==> src/rtl/alu16_pkg.sv <==
// Shared types and widths for the alu16 driver and its WAIT timer.
package alu16_pkg;

    localparam int OP_W   = 3;
    localparam int DATA_W = 16;
    localparam int RES_W  = 17;

    // alu16.count value that marks a finished operation
    localparam logic [3:0] COUNT_TC = 4'hF;

    typedef enum logic [1:0] {
        ST_IDLE,
        ST_START,
        ST_WAIT,
        ST_RESP
    } state_e;

endpackage

==> src/rtl/alu16_drv_timer.sv <==
// WAIT-state cycle counter: held at zero outside WAIT, saturates at TIMEOUT.
module alu16_drv_timer #(
    parameter int TIMEOUT = 32
) (
    input  logic clk,
    input  logic rst_n,
    input  logic clr_i,
    input  logic en_i,
    output logic expire_o
);

    localparam logic [7:0] TO_MAX  = 8'(TIMEOUT);
    localparam logic [7:0] TO_LAST = 8'(TIMEOUT - 1);

    logic [7:0] cnt_q;
    logic [7:0] cnt_d;

    always_comb begin
        cnt_d = cnt_q;
        if (clr_i) begin
            cnt_d = 8'd0;
        end else if (en_i && (cnt_q != TO_MAX)) begin
            cnt_d = cnt_q + 8'd1;
        end
    end

    always_ff @(posedge clk) begin
        if (!rst_n) begin
            cnt_q <= 8'd0;
        end else begin
            cnt_q <= cnt_d;
        end
    end

    // Fires on the cycle whose closing edge brings the count to TIMEOUT.
    assign expire_o = en_i && (cnt_q == TO_LAST);

endmodule

==> src/rtl/alu16_driver.sv <==
// Sequences one alu16 operation per request: strobe, wait for completion or
// timeout, then hold the registered result until the response is taken.
//
//   state    | meaning
//   ---------+--------------------------------------------------------
//   ST_IDLE  | req_ready high, waiting for a request transfer
//   ST_START | alu_on high for ON_CYCLES cycles
//   ST_WAIT  | watching alu_count for completion, timeout running
//   ST_RESP  | rsp_valid high until rsp_ready
module alu16_driver
    import alu16_pkg::*;
#(
    parameter int ON_CYCLES = 2,
    parameter int TIMEOUT   = 32
) (
    input  logic              clk,
    input  logic              rst_n,
    input  logic              req_valid,
    output logic              req_ready,
    input  logic [DATA_W-1:0] req_a,
    input  logic [DATA_W-1:0] req_b,
    input  logic [OP_W-1:0]   req_op,
    output logic              rsp_valid,
    input  logic              rsp_ready,
    output logic [RES_W-1:0]  rsp_data,
    output logic              rsp_err,
    output logic              alu_on,
    output logic [DATA_W-1:0] alu_ina,
    output logic [DATA_W-1:0] alu_inb,
    output logic [OP_W-1:0]   alu_op,
    input  logic [RES_W-1:0]  alu_out,
    input  logic [3:0]        alu_count,
    output logic              busy
);

    localparam logic [2:0] ON_LAST = 3'(ON_CYCLES - 1);

    state_e            state_q, state_d;
    logic [2:0]        on_cnt_q, on_cnt_d;
    logic              arm_q, arm_d;
    logic              req_ready_q, req_ready_d;
    logic              rsp_valid_q, rsp_valid_d;
    logic [RES_W-1:0]  rsp_data_q, rsp_data_d;
    logic              rsp_err_q, rsp_err_d;
    logic              alu_on_q, alu_on_d;
    logic [DATA_W-1:0] alu_ina_q, alu_ina_d;
    logic [DATA_W-1:0] alu_inb_q, alu_inb_d;
    logic [OP_W-1:0]   alu_op_q, alu_op_d;
    logic              busy_q, busy_d;

    logic accept;
    logic capture;
    logic expire;

    assign accept  = (state_q == ST_IDLE) && req_valid;
    // arm_q masks a count of 15 left over from the previous operation
    assign capture = (state_q == ST_WAIT) && arm_q && (alu_count == COUNT_TC);

    alu16_drv_timer #(.TIMEOUT(TIMEOUT)) u_timer (
        .clk      (clk),
        .rst_n    (rst_n),
        .clr_i    (state_q != ST_WAIT),
        .en_i     (state_q == ST_WAIT),
        .expire_o (expire)
    );

    always_ff @(posedge clk) begin
        if (!rst_n) begin
            state_q     <= ST_IDLE;
            on_cnt_q    <= 3'd0;
            arm_q       <= 1'b0;
            req_ready_q <= 1'b1;
            rsp_valid_q <= 1'b0;
            rsp_data_q  <= '0;
            rsp_err_q   <= 1'b0;
            alu_on_q    <= 1'b0;
            alu_ina_q   <= '0;
            alu_inb_q   <= '0;
            alu_op_q    <= '0;
            busy_q      <= 1'b0;
        end else begin
            state_q     <= state_d;
            on_cnt_q    <= on_cnt_d;
            arm_q       <= arm_d;
            req_ready_q <= req_ready_d;
            rsp_valid_q <= rsp_valid_d;
            rsp_data_q  <= rsp_data_d;
            rsp_err_q   <= rsp_err_d;
            alu_on_q    <= alu_on_d;
            alu_ina_q   <= alu_ina_d;
            alu_inb_q   <= alu_inb_d;
            alu_op_q    <= alu_op_d;
            busy_q      <= busy_d;
        end
    end

    always_comb begin
        state_d = state_q;
        case (state_q)
            ST_IDLE:  if (req_valid)              state_d = ST_START;
            ST_START: if (on_cnt_q == 3'd0)       state_d = ST_WAIT;
            ST_WAIT:  if (capture || expire)      state_d = ST_RESP;
            ST_RESP:  if (rsp_ready)              state_d = ST_IDLE;
            default:                              state_d = ST_IDLE;
        endcase
    end

    // Flag outputs are decoded from the next state so they are registered
    // yet line up with the state they describe.
    always_comb begin
        req_ready_d = (state_d == ST_IDLE);
        busy_d      = (state_d != ST_IDLE);
        alu_on_d    = (state_d == ST_START);
        rsp_valid_d = (state_d == ST_RESP);
        on_cnt_d    = on_cnt_q;
        arm_d       = arm_q;
        rsp_data_d  = rsp_data_q;
        rsp_err_d   = rsp_err_q;
        alu_ina_d   = alu_ina_q;
        alu_inb_d   = alu_inb_q;
        alu_op_d    = alu_op_q;

        if (accept) begin
            on_cnt_d  = ON_LAST;
            alu_ina_d = req_a;
            alu_inb_d = req_b;
            alu_op_d  = req_op;
        end else if ((state_q == ST_START) && (on_cnt_q != 3'd0)) begin
            on_cnt_d = on_cnt_q - 3'd1;
        end

        if (state_q != ST_WAIT) begin
            arm_d = 1'b0;
        end else if (alu_count != COUNT_TC) begin
            arm_d = 1'b1;
        end

        if (capture) begin
            rsp_data_d = alu_out;
            rsp_err_d  = 1'b0;
        end else if (expire) begin
            rsp_data_d = '0;
            rsp_err_d  = 1'b1;
        end
    end

    assign req_ready = req_ready_q;
    assign rsp_valid = rsp_valid_q;
    assign rsp_data  = rsp_data_q;
    assign rsp_err   = rsp_err_q;
    assign alu_on    = alu_on_q;
    assign alu_ina   = alu_ina_q;
    assign alu_inb   = alu_inb_q;
    assign alu_op    = alu_op_q;
    assign busy      = busy_q;

endmodule

==> config.mk <==
export PLATFORM = sky130hd
export DESIGN_NAME = alu16_driver
export DESIGN_NICKNAME = d
export VERILOG_FILES = /design/src/rtl/alu16_pkg.sv /design/src/rtl/alu16_drv_timer.sv /design/src/rtl/alu16_driver.sv
export SDC_FILE = /design/constraint.sdc
export NUM_CORES = 1
export LEC_CHECK = 0
export ABC_AREA = 1
export BUFFER_PORTS_ARGS = -buffer_cell sky130_fd_sc_hd__buf_2
export CAP_MARGIN = 20
export CORE_MARGIN = 2
export CORE_UTILIZATION = 53
export CTS_BUF_LIST = sky130_fd_sc_hd__clkbuf_8
export DETAILED_ROUTE_END_ITERATION = 10
export HOLD_SLACK_MARGIN = 0.15
export PLACE_DENSITY = 0.87
export SLEW_MARGIN = 20
export SYNTH_ARGS = -nofsm -noshare
export SYNTH_HDL_FRONTEND = slang
export SYNTH_SLANG_ARGS = --single-unit
==> constraint.sdc <==
create_clock -name clk -period 2.13 [get_ports clk]
set_input_delay 0.1065 -clock clk [delete_from_list [all_inputs] [get_ports clk]]
set_output_delay 0.1065 -clock clk [all_outputs]
set_load 0.01 [all_outputs]
# After elaboration in Yosys (flattened, before gate mapping)
# Cells that the tools add are included.
# classes
n_eq_ne	10
n_reduce_logical	17
muxes	9
n_bitwise	1
add_sub_neg	2
# op_table
cell	count
17-bit 2-to-1 mux	2
8-bit by 1-bit adder with 8-bit output, second input constant	1
8-bit by 5-bit equality test with 1-bit output, second input constant	1
2-bit 2-to-1 mux	4
8-bit by 6-bit != test with 1-bit output, second input constant	1
2-bit case mux with 4 select lines	1
2-bit equality test, second input constant	3
1-bit logical AND	6
2-bit nonzero test	3
2-bit OR reduction	3
2-bit by 1-bit equality test with 1-bit output, second input constant	2
4-bit equality test, second input constant	1
2-bit logical NOT	2
4-bit != test, second input constant	1
3-bit logical NOT	1
3-bit nonzero test	1
3-bit by 1-bit subtractor with 3-bit output, second input constant	1
1-bit 2-to-1 mux	2
2-bit != test, second input constant	1
1-bit logical OR	1
1-bit inverter	1
# word_totals
out_inout_bits	57
input_bits	60
regBits	71
elab_cells	53

# Longest topological paths before layout
# depth
ltp_word	7
ltp_mapped	10
depth_no_buf	10

# Hierarchy
# From an unflattened synthesis, not the netlist that was laid out.
# unflattened
hier_cells	370
hier_area_um2	2849.0
# modules_own_cells
module	n_inst	seq_area_each_um2	cells_per_inst	area_per_inst_um2
alu16_driver	1	1261.2	291	2346.0
alu16_drv_timer	1	160.2	79	503.0

# Least setup slack after synthesis
# No wires, ideal clock.
# synth_timing
kind	flip-flop to flip-flop
start	register u_timer.cnt_q[0]
end	register rsp_data_q[10] (netlist: rsp_data[10])
arrival_ns	1.175
synth_period_minus_slack_ns	1.307
path_stages_with_launch	8
path_slack_ns	0.823
path_buffers	1
setup_time_ns	0.132
required_time_ns	1.998
path_cell_list	dfxtp_1 ha_1 nand2_4 nor2_4 nand3_4 buf_6 nand3_1 a21oi_1
# synth_via
elab_chain_cells	3
# synth_lines
element	line	rtl
from (decl)	alu16_drv_timer.sv:15	logic [7:0] cnt_q;
from (signal assigned)	alu16_drv_timer.sv:31	cnt_q <= cnt_d;
8-bit by 5-bit equality test with 1-bit output	alu16_drv_timer.sv:36	assign expire_o = en_i && (cnt_q == TO_LAST);
1-bit logical AND	alu16_drv_timer.sv:36	
2-bit nonzero test (no line)	n/a	
to (signal assigned)	alu16_driver.sv:87	rsp_data_q <= rsp_data_d;
to (decl)	alu16_driver.sv:43	logic [RES_W-1:0] rsp_data_q, rsp_data_d;
# No other way between the ends.
# A chain may end at the register's enable or synchronous reset.

# Worst setup path after layout
# layout_timing
start	input port alu_count[3]
end	register rsp_data_q[10] (netlist: rsp_data[10])
# layout_via
elab_chain_cells	3
elab_cells_between_ends	4
cone_classes	eq/ne (1); mux (1); reduce/logical (2)
# layout_lines
element	line	rtl
from (decl)	alu16_driver.sv:32	input logic [3:0] alu_count,
4-bit equality test (*)	alu16_driver.sv:57	assign capture = (state_q == ST_WAIT) && arm_q && (alu_count == COUNT_TC);
1-bit logical AND (*)	alu16_driver.sv:57	
17-bit 2-to-1 mux or 2-bit nonzero test (tied branches)	n/a	
# Mark *: on every way between the ends. The rest lies on a longest branch, timed or not.

==> flow_summary.toml <==
[status]
status = "finished clean"

[synthesis]
synth-edff-count = 0
ys.warnings.count = 0
synth_top_area_cell = "dfxtp_1"
syn_inst = 357
synth-seq-cells = 71
synth_seq_area_share = 0.510
synth_most_common_cell = "nor2_1"
syn_area_um2 = 2790
yosys-top-cells-count = "nor2_1 (78), dfxtp_1 (71), nand2_1 (50)"
ys.flop_type = "dfxtp_1"
avgSynthCellArea_um2 = 7.80
synth_top_area_frac = 0.510
synth_nets = 421
yosys-top-cells-area = "dfxtp_1 (51%), nor2_1 (11%), nand2_1 (6.7%), o21ai_0 (5.9%), a21oi_1 (5.4%)"
synthArstFlopShare = 0
yosysUniqueCellTypes = 29

[global_routing]
gr-total-overflow = 0
grt_usage = 0.286
grt_pass1_wl_mm = 13.4
antenna_found_initial = 0
grt_max_degree = 41
grt_pass1_vias = 2870

[power]
powerDensity_nw_per_um2 = 756
seq_power_share = 0.470
clkPwrFrac = 0.356
internal_power_mw = 2.32
pwr-share-comb = 0.174
leakage_nw = 1.99
switching_share = 0.262
vdd.ir_drop.worst_v = 0.000534
p_sw_mw = 0.824

[drt]
viasPerCell = 5.13
routed_wl_mm = 8.27
postRouteAntennaNets = 0
post-route-drc-count = 0
drt_iter0_drc = 214
via_count = 3088
firstDrtPassIters = 5
detail_route.wl_per_cell_um = 13.7

[cts]
postCtsSetupBuffers = 0
cts_max_level = 3
cts_tree = "done"
cts_root_buffer = "clkbuf_8"
clkLatencyLatePin_ns = 0.34
clk_pin_slew_ns = 0.07
cts_max_path_buffers = 2
cts-buffers-inserted = 9
cts.sinks = 71

[setup_path]
crit_path_max_fanout = 19
arrival_ns = 2.21
crit_type = "input pin to register"
cpPeakStageDelay_ns = 0.55
crit_required_ns = 2.39
cpMaxStageDelayCell = "dlygate4sd3_1"
path_delay_family = "buffers and inverters"
path_cells = "dlygate4sd3_1 -> buf_2 -> nand2_1 -> dlygate4sd3_1 -> nor2_1 -> nand2_4 -> clkinv_2 -> nand2_1 -> a21oi_1"
cp-end-kind = "register"
start_kind = "input pin"
path_buf_inv = 4

[placed_design]
io_buffers = 116
place_ws_ns = 0.627
gp_congestion = 0.798
dp_hpwl_mm = 4.49

[layout]
seqCellArea_um2 = 1420
diodes = 0
drive_gt1_frac = 0.276
fill_cells = 294
area_delta_synth_final_pct = 49.2
multi_input_area_um2 = 1170
fin_nets = 591

[timing]
setup_viol = 0
slew_violations = 0
rsz0062_at_grt = "false"
max_freq_mhz = 515
min_period_over_period = 0.912
clock_skew_ns = 0.00800
worst-slew-pin-transition_ns = 0.348
whs_ns = 0.248
fin_crit_ns = 1.94
max-slew-margin-rel = 0.768
fin_setup_tns_ns = 0
fin_ws_ns = 0.187
finalHoldViolations = 0

[die]
ioPinCount = 117
num_rows = 26
dieHeight_um = 76.5
core_um2 = 5070
start_util = 0.549
die_x_um = 76.5
design.die.area_um2 = 5850

[flow_run]
drv_cap = 0

[worst_hold_path]
hold_class = "input pin to register"
==> power by group through the flow <==
stage          sequential (mW)  combinational, mW  clock (mW)
6_report                  1.48              0.545        1.12
5_1_grt                   1.48              0.597        1.19
4_1_cts                   1.47              0.526        1.13
3_5_place_dp              1.50              0.448           0
3_3_place_gp              1.49              0.437           0
2_1_floorplan             1.54              0.217           0
==> path summary, 6_finish.rpt <==
kind | cells past startpoint | startpoint | endpoint | slack (ns)
max | 9 | alu_count[3] | rsp_data[10] | 0.19
min | 5 | rsp_ready | alu_on | 0.25
max reg2reg | 7 | u_timer.cnt_q[0] | alu_on | 0.57
min reg2reg | 2 | alu_ina[2] | alu_ina[2] | 0.48
==> flip-flops by register name (all words and copies together), names as in the netlist <==
name	count
alu_ina	16
alu_inb	16
alu_on	1
alu_op	3
arm_q	1
busy	1
on_cnt_q	3
req_ready	1
rsp_data	17
rsp_err	1
rsp_valid	1
state_q	2
u_timer.cnt_q	8
==> area by class of cell <==
cell class,count,share of cell area
repair buffers,176,0.281
clock buffers,9,0.0298
inverters,27,0.0247
flip-flops and latches,71,0.342
multi-input cells,242,0.282
well taps,70,0.0211
clock inverters,7,0.0196
==> what timing repair did <==
item                                   in CTS  in global routing
hold buffers                               55                  0
endpoints found under the hold margin      53                  0
gates resized for setup                     0                  0
==> tightest hold or removal path: stages <==
cell	delay [ns]
buf_2	0.09
inv_1	0.04
nand3_1	0.08
nand3_1	0.15
nor2_1	0.06
==> through the flow <==
stage / total power [mW] / util / instances / area, um2
after floorplan: 1.76 / - / 357 / 2790
after global placement: 1.93 / 0.670 / 531 / 3400
after detailed placement: 1.95 / 0.670 / 531 / 3400
after CTS: 3.13 / 0.819 / 602 / 4160
after global routing: 3.27 / 0.819 / 602 / 4160
final: 3.14 / 0.819 / 602 / 4160
==> cells by family after synthesis <==
kind of cell,synth area share
compound gates,0.137
xor+xnor,0.00629
fa+ha+maj,0.0180
buf+inv,0.0696
flops,0.510
simple gates,0.259
==> cell usage in the layout (no fill, tap or decap), drive strengths merged <==
master	instances
buf	121
nor2	81
inv	28
nand4	2
o21bai	1
dfxtp	71
bufinv	2
xor2	2
nand3b	2
ha	4
clkinv	4
a211oi	1
dlygate4sd3	55
clkbuf	9
nand2	54
o21ai	37
a21oi	30
o211ai	2
nand3	26
==> per-layer routing <==
metal | up-vias | share of wire | track usage | routed length [um]
met4 | 0 | 0.023 | 0.122 | 187
met2 | 148 | 0.52 | 0.510 | 4330
met5 | - | 0 | 0 | 0
met3 | 19 | 0.069 | 0.0616 | 571
li1 | 1490 | - | - | -
met1 | 1431 | 0.38 | 0.331 | 3180
Note: power is estimated with default switching activity, not from simulation.
